[config.mk]
export PLATFORM = sky130hd
export DESIGN_NAME = tiles_game_ctrl
export DESIGN_NICKNAME = d
export VERILOG_FILES = /design/src/rtl/tiles_game_ctrl.sv
export SDC_FILE = /design/constraint.sdc
export NUM_CORES = 1
export LEC_CHECK = 0
export BUFFER_PORTS_ARGS = -buffer_cell sky130_fd_sc_hd__buf_2
export CORE_MARGIN = 3
export CORE_UTILIZATION = 52
export CTS_CLUSTER_DIAMETER = 80
export DETAILED_ROUTE_END_ITERATION = 10
export HOLD_SLACK_MARGIN = 0.05
export PLACE_DENSITY = 0.75
export SYNTH_ARGS = -nofsm -noshare
export SYNTH_HDL_FRONTEND = slang
export SYNTH_SLANG_ARGS = --single-unit
[constraint.sdc]
create_clock -name pixel_clk -period 2.56 [get_ports pixel_clk]
set_clock_uncertainty 0.2 [all_clocks]
set_input_delay 0.512 -clock pixel_clk [delete_from_list [all_inputs] [get_ports pixel_clk]]
set_output_delay 0.512 -clock pixel_clk [all_outputs]
set_load 0.01 [all_outputs]
[src/rtl/tiles_game_ctrl.sv]
// tiles_game_ctrl: game-phase controller for the piano-tiles pipeline.
// Runs the IDLE/PLAY/FREEZE/OVER sequence and gates tile scrolling. It also
// steps the scroll speed, turns raw keycodes into single-cycle press events,
// and keeps score, lives and (optionally) the high score.
//
// Optional feature macro: TILES_HISCORE_EN
//   defined   -> high_score register, updated on entry to OVER
//   undefined -> high_score tied to 0
//
// Ports (all in the pixel_clk domain; Reset async active-high):
//   vs          vertical sync input
//   keycode     raw USB keycode, 0 = no key
//   row_done    pulse: a row left the bottom of the screen
//   hit / miss  pulses from the judge
//   frame_tick  pulse, once per frame (rising edge of vs)
//   scroll_en   scroller may advance (PLAY only)
//   speed       pixels per frame
//   tiles_clr   pulse: scroller reloads its initial pattern
//   key_valid   press event, key_code qualified by it
//   state       0 IDLE, 1 PLAY, 2 FREEZE, 3 OVER
//   score       hits, saturating at 9999
//   lives_left  remaining lives
//   high_score  best score
module tiles_game_ctrl #(
  parameter int LIVES          = 3,
  parameter int ROWS_PER_LEVEL = 5,
  parameter int SPEED_MAX      = 12,
  parameter int FREEZE_FRAMES  = 30
) (
  input  logic        pixel_clk,
  input  logic        Reset,
  input  logic        vs,
  input  logic [7:0]  keycode,
  input  logic        row_done,
  input  logic        hit,
  input  logic        miss,
  output logic        frame_tick,
  output logic        scroll_en,
  output logic [3:0]  speed,
  output logic        tiles_clr,
  output logic        key_valid,
  output logic [7:0]  key_code,
  output logic [1:0]  state,
  output logic [13:0] score,
  output logic [1:0]  lives_left,
  output logic [13:0] high_score
);

  typedef enum logic [1:0] {
    ST_IDLE   = 2'd0,
    ST_PLAY   = 2'd1,
    ST_FREEZE = 2'd2,
    ST_OVER   = 2'd3
  } state_t;

  localparam logic [1:0]  LIVES_INIT = 2'(LIVES);
  localparam logic [7:0]  ROWS_TGT   = 8'(ROWS_PER_LEVEL);
  localparam logic [7:0]  FRZ_TGT    = 8'(FREEZE_FRAMES);
  localparam logic [4:0]  SPD_MAX5   = 5'(SPEED_MAX);
  localparam logic [13:0] SCORE_MAX  = 14'd9999;
  localparam logic [7:0]  KEY_SPACE  = 8'h2C;

  state_t      st, st_n;
  logic        vs_q, vs_qq;
  logic [7:0]  kc_q, kc_qq;
  logic        press, space_press;
  logic [7:0]  row_cnt, row_cnt_n;
  logic [7:0]  frz_cnt, frz_cnt_n;
  logic [3:0]  speed_n;
  logic [13:0] score_n;
  logic [1:0]  lives_n;
  logic        tiles_clr_n, key_valid_n;
  logic [7:0]  key_code_n;
  logic [4:0]  spd_step;
  logic        over_entry;

  // Input conditioning: vs edge detect and keycode press detect
  always_ff @(posedge pixel_clk or posedge Reset) begin
    if (Reset) begin
      vs_q       <= 1'b0;
      vs_qq      <= 1'b0;
      frame_tick <= 1'b0;
      kc_q       <= '0;
      kc_qq      <= '0;
    end else begin
      vs_q       <= vs;
      vs_qq      <= vs_q;
      frame_tick <= vs_q & ~vs_qq;
      kc_q       <= keycode;
      kc_qq      <= kc_q;
    end
  end

  // A press is a new nonzero code; a direct change between two nonzero
  // codes counts as a fresh press.
  assign press       = (kc_q != 8'd0) && (kc_q != kc_qq);
  assign space_press = press && (kc_q == KEY_SPACE);

  // State and datapath registers
  always_ff @(posedge pixel_clk or posedge Reset) begin
    if (Reset) begin
      st         <= ST_IDLE;
      speed      <= '0;
      score      <= '0;
      lives_left <= LIVES_INIT;
      row_cnt    <= '0;
      frz_cnt    <= '0;
      tiles_clr  <= 1'b0;
      key_valid  <= 1'b0;
      key_code   <= '0;
      scroll_en  <= 1'b0;
    end else begin
      st         <= st_n;
      speed      <= speed_n;
      score      <= score_n;
      lives_left <= lives_n;
      row_cnt    <= row_cnt_n;
      frz_cnt    <= frz_cnt_n;
      tiles_clr  <= tiles_clr_n;
      key_valid  <= key_valid_n;
      key_code   <= key_code_n;
      scroll_en  <= (st_n == ST_PLAY);
    end
  end

  assign state = st;

  always_comb begin
    st_n        = st;
    speed_n     = speed;
    score_n     = score;
    lives_n     = lives_left;
    row_cnt_n   = row_cnt;
    frz_cnt_n   = frz_cnt;
    tiles_clr_n = 1'b0;
    key_valid_n = 1'b0;
    key_code_n  = key_code;
    over_entry  = 1'b0;

    // Speed ladder 1 -> 2 -> 4 -> 6 ..., computed 5 bits wide then clamped
    spd_step = (speed == 4'd1) ? 5'd2 : ({1'b0, speed} + 5'd2);
    if (spd_step > SPD_MAX5) spd_step = SPD_MAX5;

    unique case (st)
      ST_IDLE: begin
        if (space_press) begin
          st_n        = ST_PLAY;
          tiles_clr_n = 1'b1;
          score_n     = '0;
          lives_n     = LIVES_INIT;
          speed_n     = 4'd1;
          row_cnt_n   = '0;
        end
      end

      ST_PLAY: begin
        if (press) begin
          key_valid_n = 1'b1;
          key_code_n  = kc_q;
        end
        if (row_done) begin
          if (row_cnt + 8'd1 == ROWS_TGT) begin
            row_cnt_n = '0;
            speed_n   = spd_step[3:0];
          end else begin
            row_cnt_n = row_cnt + 8'd1;
          end
        end
        // miss takes priority over a simultaneous hit
        if (miss) begin
          lives_n = lives_left - 2'd1;
          if (lives_left == 2'd1) begin
            st_n       = ST_OVER;
            speed_n    = '0;
            over_entry = 1'b1;
          end else begin
            st_n      = ST_FREEZE;
            frz_cnt_n = '0;
          end
        end else if (hit && (score != SCORE_MAX)) begin
          score_n = score + 14'd1;
        end
      end

      ST_FREEZE: begin
        if (frame_tick) begin
          frz_cnt_n = frz_cnt + 8'd1;
          if (frz_cnt + 8'd1 == FRZ_TGT) st_n = ST_PLAY;
        end
      end

      ST_OVER: begin
        if (space_press) st_n = ST_IDLE;
      end

      default: st_n = ST_IDLE;
    endcase
  end

`ifdef TILES_HISCORE_EN
  // score is stable on the fatal-miss cycle, so it is the final game score
  always_ff @(posedge pixel_clk or posedge Reset) begin
    if (Reset) begin
      high_score <= '0;
    end else if (over_entry && (score > high_score)) begin
      high_score <= score;
    end
  end
`else
  assign high_score = '0;
  logic unused_over_entry;
  assign unused_over_entry = over_entry;
`endif

endmodule

==> results.py, run 1 <==
metrics = {
    "outcome": {
        "status": "completed",
    },
    "clocking": {
        "htree_levels": 3,
        "root_buffer": "clkbuf_8",
        "clock_path_buffers": 2,
        "path_clk_slew_ns": 0.07,
        "numClockSinks": 68,
        "clk-insertion-delay-late_ns": 0.34,
        "cts_tree": "built",
        "cts_buffers": 9,
    },
    "route": {
        "met1_length_mm": 3.16,
        "avgRoutedWirePerCell_um": 14.6,
        "drt_pass1_iterations": 4,
        "antenna_left": 0,
        "route.met3.wl_um": 298,
        "drc": 0,
        "route.met2.wl_mm": 3.36,
        "routed_wl_mm": 6.91,
        "vias": 2626,
        "drt_iter0_drc": 115,
        "top_layer_used": "met4",
        "vias_per_cell": 5.56,
    },
    "sta": {
        "final_max_slew_viol_count": 0,
        "grt_setup_unrepaired": "no",
        "period_minus_slack_ns": 2.31,
        "tns_ns": 0,
        "tightest_slew_ns": 0.695,
        "fin_crit_sh": 0.901,
        "hold_viol": 0,
        "relSlewSlack": 0.534,
        "final-setup-viol-count": 0,
        "fmaxAchievable_mhz": 434,
    },
    "placed_design": {
        "place_area_um2": 3730,
        "dp.final_hpwl_mm": 4.79,
        "gp_congestion": 0.805,
        "portBuffers": 47,
    },
    "setup_path": {
        "r2r-end": "row_cnt[0]$_DFFE_PP0P_",
        "cp_max_fo": 8,
        "reg2reg_depth": 5,
        "critPathKind": "flip-flop to flip-flop",
        "r2r-start": "kc_q[1]$_DFF_PP0_",
        "worstSetupStartpointType": "flip-flop",
        "rrSetupSlack_ns": 0.25,
        "worst_setup_path_end_kind": "flip-flop",
        "cp.arrival_ns": 2.34,
        "crit_required_ns": 2.59,
    },
    "die": {
        "die_x_um": 87.4,
        "start_util": 0.540,
        "ios": 62,
        "die_y_um": 87.4,
        "die_area_um2": 7640,
        "core_area_um2": 6390,
        "rows": 29,
    },
    "power": {
        "p_leak_uw": 0.00185,
        "power_density_nw_per_um2": 853,
        "ir_drop_mv": 0.554,
    },
    "logic_synthesis": {
        "synth-xor-area-share": 0.0585,
        "ys_async_sr_fraction": 1.00,
        "yosys_most_used_dff": "dfrtp_1",
        "synth_top_family_by_area": "simple AND/OR/NAND/NOR gates",
        "synth_warnings": 0,
        "synthSimpleGateAreaFrac": 0.188,
        "synth_area_um2": 3450,
        "ys_types": 55,
        "yosysSeqAreaShare": 0.495,
        "synthAdderAreaFrac": 0.0254,
        "synth_edf_count": 0,
        "syn_inst": 335,
        "postSynthAreaPerCell_um2": 10.3,
        "synthMuxAreaShare": 0.0436,
        "synth-compound-area-share": 0.126,
        "ys_ff_latch": 68,
    },
    "final_layout": {
        "multiInputGateArea_um2": 1580,
        "synthToLayoutAreaGrowth_pct": 14.9,
        "register_area_um2": 1700,
        "antennaDiodeCount": 0,
        "final_area_um2": 3960,
        "drive_above_1_share": 0.218,
        "nFillCells": 544,
        "nets": 411,
    },
    "global_route": {
        "antenna_found_initial": 0,
        "grt_max_degree": 26,
        "overflow": 0,
        "first_global_vias": 2520,
        "grt_pass1_wl_mm": 11.5,
        "grtUsageTotal": 0.193,
    },
    "worst_hold_path": {
        "hold_path.class": "input pin to flip-flop",
        "worstHoldEndpoint": "kc_q[2]$_DFF_PP0_",
        "hold_depth": 1,
        "min_from": "keycode[2]",
    },
    "flow_run": {
        "drv_cap": 0,
    },
}
-- layout by cell type (no fill, tap or decap), types with 11 or more instances in the layout --
cell / count
dfrtp_1: 66
buf_2: 47
nor2_1: 28
nand2_1: 24
nand3_1: 16
xor2_1: 14
conb_1: 14
nand4_1: 11
inv_1: 11
a21oi_1: 11
-- sequential cells by signal, indices dropped and copies added (netlist names) --
name / flops
frame_tick: 1
key_valid: 1
kc_qq: 8
key_code: 8
lives_left: 2
row_cnt: 8
frz_cnt: 8
score: 14
kc_q: 8
vs_qq: 1
vs_q: 1
speed: 4
state: 2
tiles_clr: 1
scroll_en: 1
-- worst max path at each step --
stage | from | to | slack, ns | cells after the start
5_1_grt | kc_q[1]$_DFF_PP0_ | row_cnt[0]$_DFFE_PP0P_ | 0.15 | 5
3_3_place_gp | kc_q[1]$_DFF_PP0_ | row_cnt[0]$_DFFE_PP0P_ | 0.29 | 5
4_1_cts | kc_q[1]$_DFF_PP0_ | row_cnt[0]$_DFFE_PP0P_ | 0.24 | 5
2_1_floorplan | Reset | frame_tick$_DFF_PP0_ | 0.14 | 1
6_report | kc_q[1]$_DFF_PP0_ | row_cnt[0]$_DFFE_PP0P_ | 0.25 | 5
3_5_place_dp | kc_q[1]$_DFF_PP0_ | row_cnt[0]$_DFFE_PP0P_ | 0.25 | 5
-- per-layer routing --
layer	up-vias	GRT usage
li1	1293	-
met1	1264	0.249
met2	60	0.312
met3	9	0.0360
met4	0	0.0921
met5	-	0
-- cells in the mapped netlist, types with 2 or more instances --
library cell  count  area share
clkbuf_1          7      0.0076
nor3b_1           2      0.0044
dfrtp_1          66        0.48
a31oi_1           4      0.0073
xnor2_1           9       0.023
buf_6             2      0.0065
o21ai_1           2      0.0029
o21bai_1          2      0.0044
nand3_1          16       0.023
inv_1            12       0.013
a211o_1           4       0.010
and4_1            4       0.010
nand4_1          11       0.020
o221ai_1          2      0.0051
o211ai_1          7       0.015
nor2_1           28       0.031
a21o_1            2      0.0044
and4_2            2      0.0058
and3_1            7       0.013
nand3b_1          3      0.0065
a22o_1            2      0.0051
nor3_1            5      0.0073
o21ai_0           9       0.013
dfstp_2           2       0.015
ha_1              7       0.025
xor2_1           14       0.036
mux2i_1           6       0.017
mux2_2            8       0.026
or3_1             2      0.0036
o31a_1            2      0.0051
a21oi_1          11       0.016
o22ai_1           3      0.0054
a21boi_0          2      0.0044
o2bb2ai_1         6       0.015
nor2b_1           7       0.013
nand2_1          24       0.026
buf_4            15       0.033
-- area by class of cell --
type,instances,area share
clock buffer,11,0.0332
timing repair buffer,56,0.0803
clock inverter,5,0.0218
tap,77,0.0243
sequential,68,0.430
multi-input combinational,242,0.398
inverter,13,0.0123
-- through the flow --
| stage | hold slack, ns | cells | power (µW) | worst slack [ns] | utilization |
|---|---|---|---|---|---|
| 2_1_floorplan | 0.147 | 348 | 2120 | 0.140 | - |
| 3_3_place_gp | 0.153 | 455 | 2390 | 0.294 | 0.584 |
| 3_5_place_dp | 0.163 | 455 | 2430 | 0.250 | 0.584 |
| 4_1_cts | 0.0538 | 472 | 3400 | 0.236 | 0.620 |
| 5_1_grt | 0.0515 | 472 | 3600 | 0.154 | 0.620 |
| 6_report | 0.0677 | 472 | 3380 | 0.253 | 0.620 |
-- what timing repair did --
action                                 in CTS  in global routing
setup endpoints to repair                   0                  0
resized for setup                           0                  0
endpoints found under the hold margin      19                  0
hold buffers                                1                  0
setup buffers                               0                  0
-- logic make-up after synthesis --
| group | after synthesis |
|---|---|
| compound gates | 63 |
| simple gates | 121 |
| fa+ha+maj | 7 |
| flops | 68 |
| mux | 14 |
| buf+inv | 38 |
| xor+xnor | 23 |
| other cells | 1 |
-- report_power, final --
group | switching [µW] | internal [µW] | leakage [µW]
clock network | 414 | 554 | 0.000108
registers | 237 | 1280 | 0.000857
logic | 476 | 419 | 0.000887
total | 1130 | 2250 | 0.00185
-- critical path, stage by stage (launching register included) --
cell and delay (ns):
dfrtp_1 0.41, or4_1 0.52, nor2_1 0.13, o211ai_1 0.30, a21o_1 0.36, a22o_1 0.26
No activity file was read; power rests on OpenSTA's default activity.
==> run 2: changes to the inputs <==
--- a/config.mk
+++ b/config.mk
@@ -5,13 +5,14 @@
 export SDC_FILE = /design/constraint.sdc
 export NUM_CORES = 1
 export LEC_CHECK = 0
+export ABC_AREA = 1
 export BUFFER_PORTS_ARGS = -buffer_cell sky130_fd_sc_hd__buf_2
 export CORE_MARGIN = 3
 export CORE_UTILIZATION = 52
 export CTS_CLUSTER_DIAMETER = 80
 export DETAILED_ROUTE_END_ITERATION = 10
 export HOLD_SLACK_MARGIN = 0.05
-export PLACE_DENSITY = 0.75
+export PLACE_DENSITY = 0.74
 export SYNTH_ARGS = -nofsm -noshare
 export SYNTH_HDL_FRONTEND = slang
 export SYNTH_SLANG_ARGS = --single-unit
==> run 2 against run 1 <==
  * Count of clock-buffer cells in the layout shrank 2
  * Critical path depth grew 4
  * Sequential cell count is the same
  * Via count grew 16%
  * Core utilization grew 0.87 points
  * Largest power group unchanged
  * Area after synthesis grew 9.5%
  * Synthesized cell count grew 35%
  * Total power shrank 5.5%
  * Highest routed layer unchanged
==> results.py, run 2 <==
metrics = {
    "outcome": {
        "status": "completed",
    },
    "logic_synthesis": {
        "yosysSeqAreaShare": 0.452,
        "ys_async_sr_fraction": 1.00,
        "yosysMostFrequentCell": "nand2_1",
        "postSynthAreaPerCell_um2": 8.33,
        "synth_top_area_cell": "dfrtp_1",
        "ys_types": 39,
        "synth_top_area_frac": 0.438,
        "ys_ff_latch": 68,
        "synth_warnings": 0,
        "syn_inst": 453,
        "synth_edf_count": 0,
        "synthTopCellsByCount": "nand2_1 (115), dfrtp_1 (66), inv_1 (56)",
        "synth_area_leaders": "dfrtp_1 (44%), nand2_1 (11%), inv_1 (5.6%), nor2_1 (4.3%), nand3_1 (4.1%)",
        "yosys_most_used_dff": "dfrtp_1",
        "synth_area_um2": 3770,
    },
    "clocking": {
        "postCtsResizedCells": 0,
        "cts_buffers": 9,
        "numClockSinks": 68,
        "cts_setup_buffers": 0,
        "htree_levels": 3,
        "cts_tree": "built",
        "clock_path_buffers": 2,
        "clk-insertion-delay-late_ns": 0.35,
        "path_clk_slew_ns": 0.08,
        "hold_buffers": 9,
        "root_buffer": "clkbuf_8",
    },
    "final_layout": {
        "final_area_um2": 4340,
        "synthToLayoutAreaGrowth_pct": 15.1,
        "nFillCells": 608,
        "final_cell_mix": "nand2_1 (115), dfrtp_1 (66), inv_1 (55)",
        "drive_above_1_share": 0.234,
        "antennaDiodeCount": 0,
        "top_register": "score",
        "nets": 537,
        "layout_commonest_cell": "nand2_1",
        "largest_reg_flops": 14,
    },
    "sta": {
        "final-setup-viol-count": 0,
        "grt_setup_unrepaired": "no",
        "tns_ns": 0,
        "final_max_slew_viol_count": 0,
        "fin_crit_sh": 0.801,
        "setup_ws_ns": 0.510,
        "hold_ws_ns": 0.0783,
        "period_minus_slack_ns": 2.05,
        "hold_viol": 0,
        "fmaxAchievable_mhz": 488,
    },
    "setup_path": {
        "r2r-start": "score[0]$_DFFE_PP0P_",
        "critPathKind": "flip-flop to flip-flop",
        "cp.arrival_ns": 2.13,
        "reg2reg_depth": 9,
        "r2r-end": "score[2]$_DFFE_PP0P_",
        "worst_setup_path_end_kind": "flip-flop",
        "cp_max_fo": 21,
        "crit_required_ns": 2.64,
        "worstSetupStartpointType": "flip-flop",
        "rrSetupSlack_ns": 0.51,
    },
    "route": {
        "antenna_left": 0,
        "drt_pass1_iterations": 4,
        "vias_per_cell": 4.95,
        "drc": 0,
        "routed_wl_mm": 7.66,
        "drt_iter0_drc": 116,
        "avgRoutedWirePerCell_um": 12.4,
        "vias": 3053,
    },
    "placed_design": {
        "dp.final_hpwl_mm": 5.53,
        "place_area_um2": 4050,
        "portBuffers": 47,
        "pre_cts_ws_ns": 0.546,
        "gp_congestion": 0.927,
    },
    "worst_hold_path": {
        "hold_depth": 1,
        "hold_path.class": "input pin to flip-flop",
        "worstHoldEndpoint": "vs_q$_DFF_PP0_",
        "min_from": "vs",
    },
    "global_route": {
        "grt_pass1_wl_mm": 13.2,
        "gr-usage-met2": 0.327,
        "met3_usage": 0.0381,
        "antenna_found_initial": 0,
        "first_global_vias": 2897,
        "grtUsageTotal": 0.198,
        "use_met1": 0.253,
        "overflow": 0,
        "grt_max_degree": 32,
        "busiest_layer": "met2",
    },
    "die": {
        "die_x_um": 91.2,
        "core_area_um2": 6910,
        "start_util": 0.546,
        "ios": 62,
        "rows": 30,
        "die_y_um": 91.2,
        "die_area_um2": 8310,
    },
    "power": {
        "p_leak_uw": 0.00217,
        "power_density_nw_per_um2": 735,
        "ir_drop_mv": 0.556,
    },
    "flow_run": {
        "drv_cap": 0,
    },
}
-- run 2: changes by cell type after synthesis, moves of 9 or more --
cell,change
nand3_1,+15
inv_1,+44
a21oi_1,-9
nand2_1,+91
o21ai_2,+12
nor2_1,+15
-- run 2: stage by stage --
step                 util  total power, µW  std cells
floorplan               -             2020        466
global placement    0.586             2240        592
detailed placement  0.586             2270        592
CTS                 0.629             3220        617
global route        0.629             3400        617
finish              0.629             3190        617
-- run 2: metal layers --
| layer | up-vias | wire, µm |
|---|---|---|
| met5 | - | 0 |
| met4 | 0 | 123 |
| met3 | 8 | 288 |
| met2 | 60 | 3830 |
| met1 | 1448 | 3410 |
| li1 | 1537 | - |
-- run 2: logic make-up (layout without fill, tap and decap cells) --
group | Yosys count | after routing | share of synthesized area
AND/OR/NAND/NOR | 237 | 237 | 0.298
buffers and inverters | 84 | 139 | 0.109
flip-flops | 68 | 68 | 0.452
AO/OA/AOI/OAI | 40 | 40 | 0.0799
XOR/XNOR | 15 | 15 | 0.0348
adder cells (fa/ha/maj) | 7 | 7 | 0.0232
other | 1 | 14 | 0.000994
multiplexers | 1 | 1 | 0.00265
-- run 2: how the worst max path moves through the flow --
| stage | end | slack (ns) | cells past startpoint | from |
|---|---|---|---|---|
| floorplan | frame_tick$_DFF_PP0_ | 0.14 | 1 | Reset |
| CTS | score[2]$_DFFE_PP0P_ | 0.52 | 9 | score[0]$_DFFE_PP0P_ |
| finish | score[2]$_DFFE_PP0P_ | 0.51 | 9 | score[0]$_DFFE_PP0P_ |
| detailed placement | score[2]$_DFFE_PP0P_ | 0.55 | 9 | score[0]$_DFFE_PP0P_ |
| global placement | score[2]$_DFFE_PP0P_ | 0.66 | 9 | score[0]$_DFFE_PP0P_ |
| global route | score[2]$_DFFE_PP0P_ | 0.34 | 9 | score[0]$_DFFE_PP0P_ |
-- run 2: critical path, cell delays in order (launching register included) --
cell	delay, ns
dfrtp_1	0.42
ha_1	0.24
nand2_1	0.09
nor2_1	0.25
nand3_1	0.13
nand3_1	0.12
nand2_4	0.20
inv_2	0.19
nand2_1	0.07
o21ai_1	0.07
-- run 2: where the power goes --
part	internal [µW]	leakage (µW)	switching [µW]	total [µW]
sequential	1280	0.000862	172	1450
combinational	318	0.00121	484	802
clock	467	0.0000988	472	938
total	2060	0.00217	1130	3190
-- run 2: layout make-up --
cell class | count | area [µm²] | area share
multi-input cells | 314 | 1710 | 0.393
well taps | 96 | 120 | 0.0277
clock buffers | 9 | 124 | 0.0285
flip-flops and latches | 68 | 1700 | 0.392
repair buffers | 60 | 368 | 0.0847
inverters | 63 | 238 | 0.0547
clock inverters | 7 | 82.6 | 0.0190
==> run 3: changes to the inputs <==
==> constraint.sdc (replaced) <==
create_clock -name pixel_clk -period 2.1 [get_ports pixel_clk]
set_clock_uncertainty 0.2 [all_clocks]
set_input_delay 0.42 -clock pixel_clk [delete_from_list [all_inputs] [get_ports pixel_clk]]
set_output_delay 0.42 -clock pixel_clk [all_outputs]
set_load 0.01 [all_outputs]
==> run 3 against run 2 <==
  * Wire length shrank 1.1%
  * Sequential share of layout area shrank 0.068 points
  * Register-to-register slack lost 0.34 ns
  * Design area rose by 0.17%
  * Sequential cell count unchanged
  * First-iteration DRC count down 32%
  * Non-clock buffer count increased by 3
  * Cell count rose by 0.49%
  * Critical path type unchanged
  * Highest routed layer unchanged
==> results.py, run 3 (synthesis gave the netlist of run 2 again) <==
metrics = {
    "clocking": {
        "path_clk_slew_ns": 0.08,
        "numClockSinks": 68,
        "htree_levels": 3,
        "clk-insertion-delay-late_ns": 0.35,
        "cts_tree": "built",
        "clock_path_buffers": 2,
        "cts_buffers": 9,
        "root_buffer": "clkbuf_8",
        "postCtsResizedCells": 0,
    },
    "setup_path": {
        "cpMaxStageDelayCell": "dfrtp_1",
        "cp_top_family": "simple AND/OR/NAND/NOR gates",
        "rrSetupSlack_ns": 0.17,
        "r2r-start": "score[0]$_DFFE_PP0P_",
        "cp.arrival_ns": 1.97,
        "crit_cells": 9,
        "worstSetupStartpointType": "flip-flop",
        "crit_start": "score[0]$_DFFE_PP0P_",
        "critPathKind": "flip-flop to flip-flop",
        "cp_max_fo": 14,
        "worst_setup_path_end_kind": "flip-flop",
        "path_buf_inv": 1,
        "crit_path_cell_trace": "ha_1 > nand2_1 > nor2_1 > nand3_1 > nand3_1 > nand2_4 > buf_4 > nand2_1 > nand2_1",
        "reg2reg_depth": 9,
        "crit_required_ns": 2.14,
        "slowest_delay_ns": 0.44,
        "crit_top_cell": "nand2_1",
    },
    "global_route": {
        "grt_pass1_wl_mm": 13.4,
        "first_global_vias": 3063,
        "overflow": 0,
        "antenna_found_initial": 0,
        "grt_max_degree": 53,
        "grtUsageTotal": 0.198,
    },
    "die": {
        "ios": 62,
        "rows": 30,
        "start_util": 0.546,
        "die_area_um2": 8310,
        "die_y_um": 91.2,
        "core_area_um2": 6910,
        "die_x_um": 91.2,
    },
    "power": {
        "p_leak_uw": 0.00218,
        "ir_drop_mv": 0.477,
        "power_density_nw_per_um2": 866,
    },
    "route": {
        "drc": 0,
        "avgRoutedWirePerCell_um": 12.2,
        "drt_pass1_iterations": 4,
        "antenna_left": 0,
        "routed_wl_mm": 7.58,
        "drt_iter0_drc": 79,
        "vias": 3097,
        "vias_per_cell": 5.00,
    },
    "final_layout": {
        "final_cell_mix": "nand2_1 (115), dfrtp_1 (66), inv_1 (55)",
        "antennaDiodeCount": 0,
        "final_cell_count_no_fill": 620,
        "drive_above_1_share": 0.237,
        "nets": 540,
        "layout_commonest_cell": "nand2_1",
        "largest_reg_flops": 14,
        "synthToLayoutAreaGrowth_pct": 15.3,
        "final_area_um2": 4350,
        "top_register": "score",
    },
    "placed_design": {
        "gp_congestion": 0.884,
        "portBuffers": 47,
        "dp_cells": 594,
        "place_area_um2": 4070,
        "dp.final_hpwl_mm": 5.61,
    },
    "worst_hold_path": {
        "hold_path.class": "flip-flop to flip-flop",
        "hold_depth": 0,
        "min_from": "vs_q$_DFF_PP0_",
    },
    "sta": {
        "final-setup-viol-count": 0,
        "tns_ns": 0,
        "fin_crit_sh": 0.918,
        "final_max_slew_viol_count": 0,
        "grt_setup_unrepaired": "no",
        "hold_viol": 0,
        "period_minus_slack_ns": 1.93,
        "fmaxAchievable_mhz": 518,
    },
    "outcome": {
        "status": "completed",
    },
    "flow_run": {
        "drv_cap": 0,
    },
}
-- run 3: cell count changes in the layout (fill, tap and decap cells not counted), sizes merged --
| cell | delta |
|---|---|
| buf | +2 |
| bufinv | -1 |
| clkbuf | +1 |
| clkinv | +3 |
| dlygate4sd3 | +1 |
| inv | -3 |
-- run 3: report_power, final --
group | switching [µW] | internal (µW) | leakage [µW] | total, µW
registers | 217 | 1560 | 0.000862 | 1780
logic | 595 | 389 | 0.00122 | 984
clock network | 537 | 470 | 0.0000933 | 1010
total | 1350 | 2420 | 0.00218 | 3770
-- run 3: per-layer routing --
| metal | GRT usage | part of all wire |
|---|---|---|
| met1 | 0.245 | 0.45 |
| met2 | 0.345 | 0.50 |
| met3 | 0.0423 | 0.040 |
| met4 | 0.0616 | 0.017 |
| met5 | 0 | 0 |
-- run 3: final cells by class --
type,count,area [µm²]
multi-input combinational,314,1710
sequential,68,1700
inverter,63,241
tap,96,120
clock buffer,10,138
fill,617,2560
timing repair buffer,63,393
clock inverter,6,47.5
-- run 3: path summary, 6_finish.rpt --
check / to
worst min-delay path: vs_qq$_DFF_PP0_
max in group asynchronous: key_code[6]$_DFFE_PP0P_
worst max-delay path: score[6]$_DFFE_PP0P_
worst max register to register: score[6]$_DFFE_PP0P_
worst min register to register: vs_qq$_DFF_PP0_
min in group asynchronous: frz_cnt[5]$_DFFE_PP0P_
-- run 3: through the flow --
| step | worst slack (ns) | hold WS (ns) | utilization | total power, µW |
|---|---|---|---|---|
| 2_1_floorplan | 0.343 | 0.154 | - | 2460 |
| 3_3_place_gp | 0.256 | 0.158 | 0.589 | 2720 |
| 3_5_place_dp | 0.200 | 0.170 | 0.589 | 2770 |
| 4_1_cts | 0.185 | 0.188 | 0.630 | 3800 |
| 5_1_grt | 0.0549 | 0.204 | 0.630 | 4040 |
| 6_report | 0.171 | 0.188 | 0.630 | 3770 |
-- run 3: timing repair --
action                                 in CTS  in global routing
endpoints found under the hold margin      23                  0
hold buffers                               10                  0
setup endpoints to repair                   0                  0
buffers inserted                            0                  0
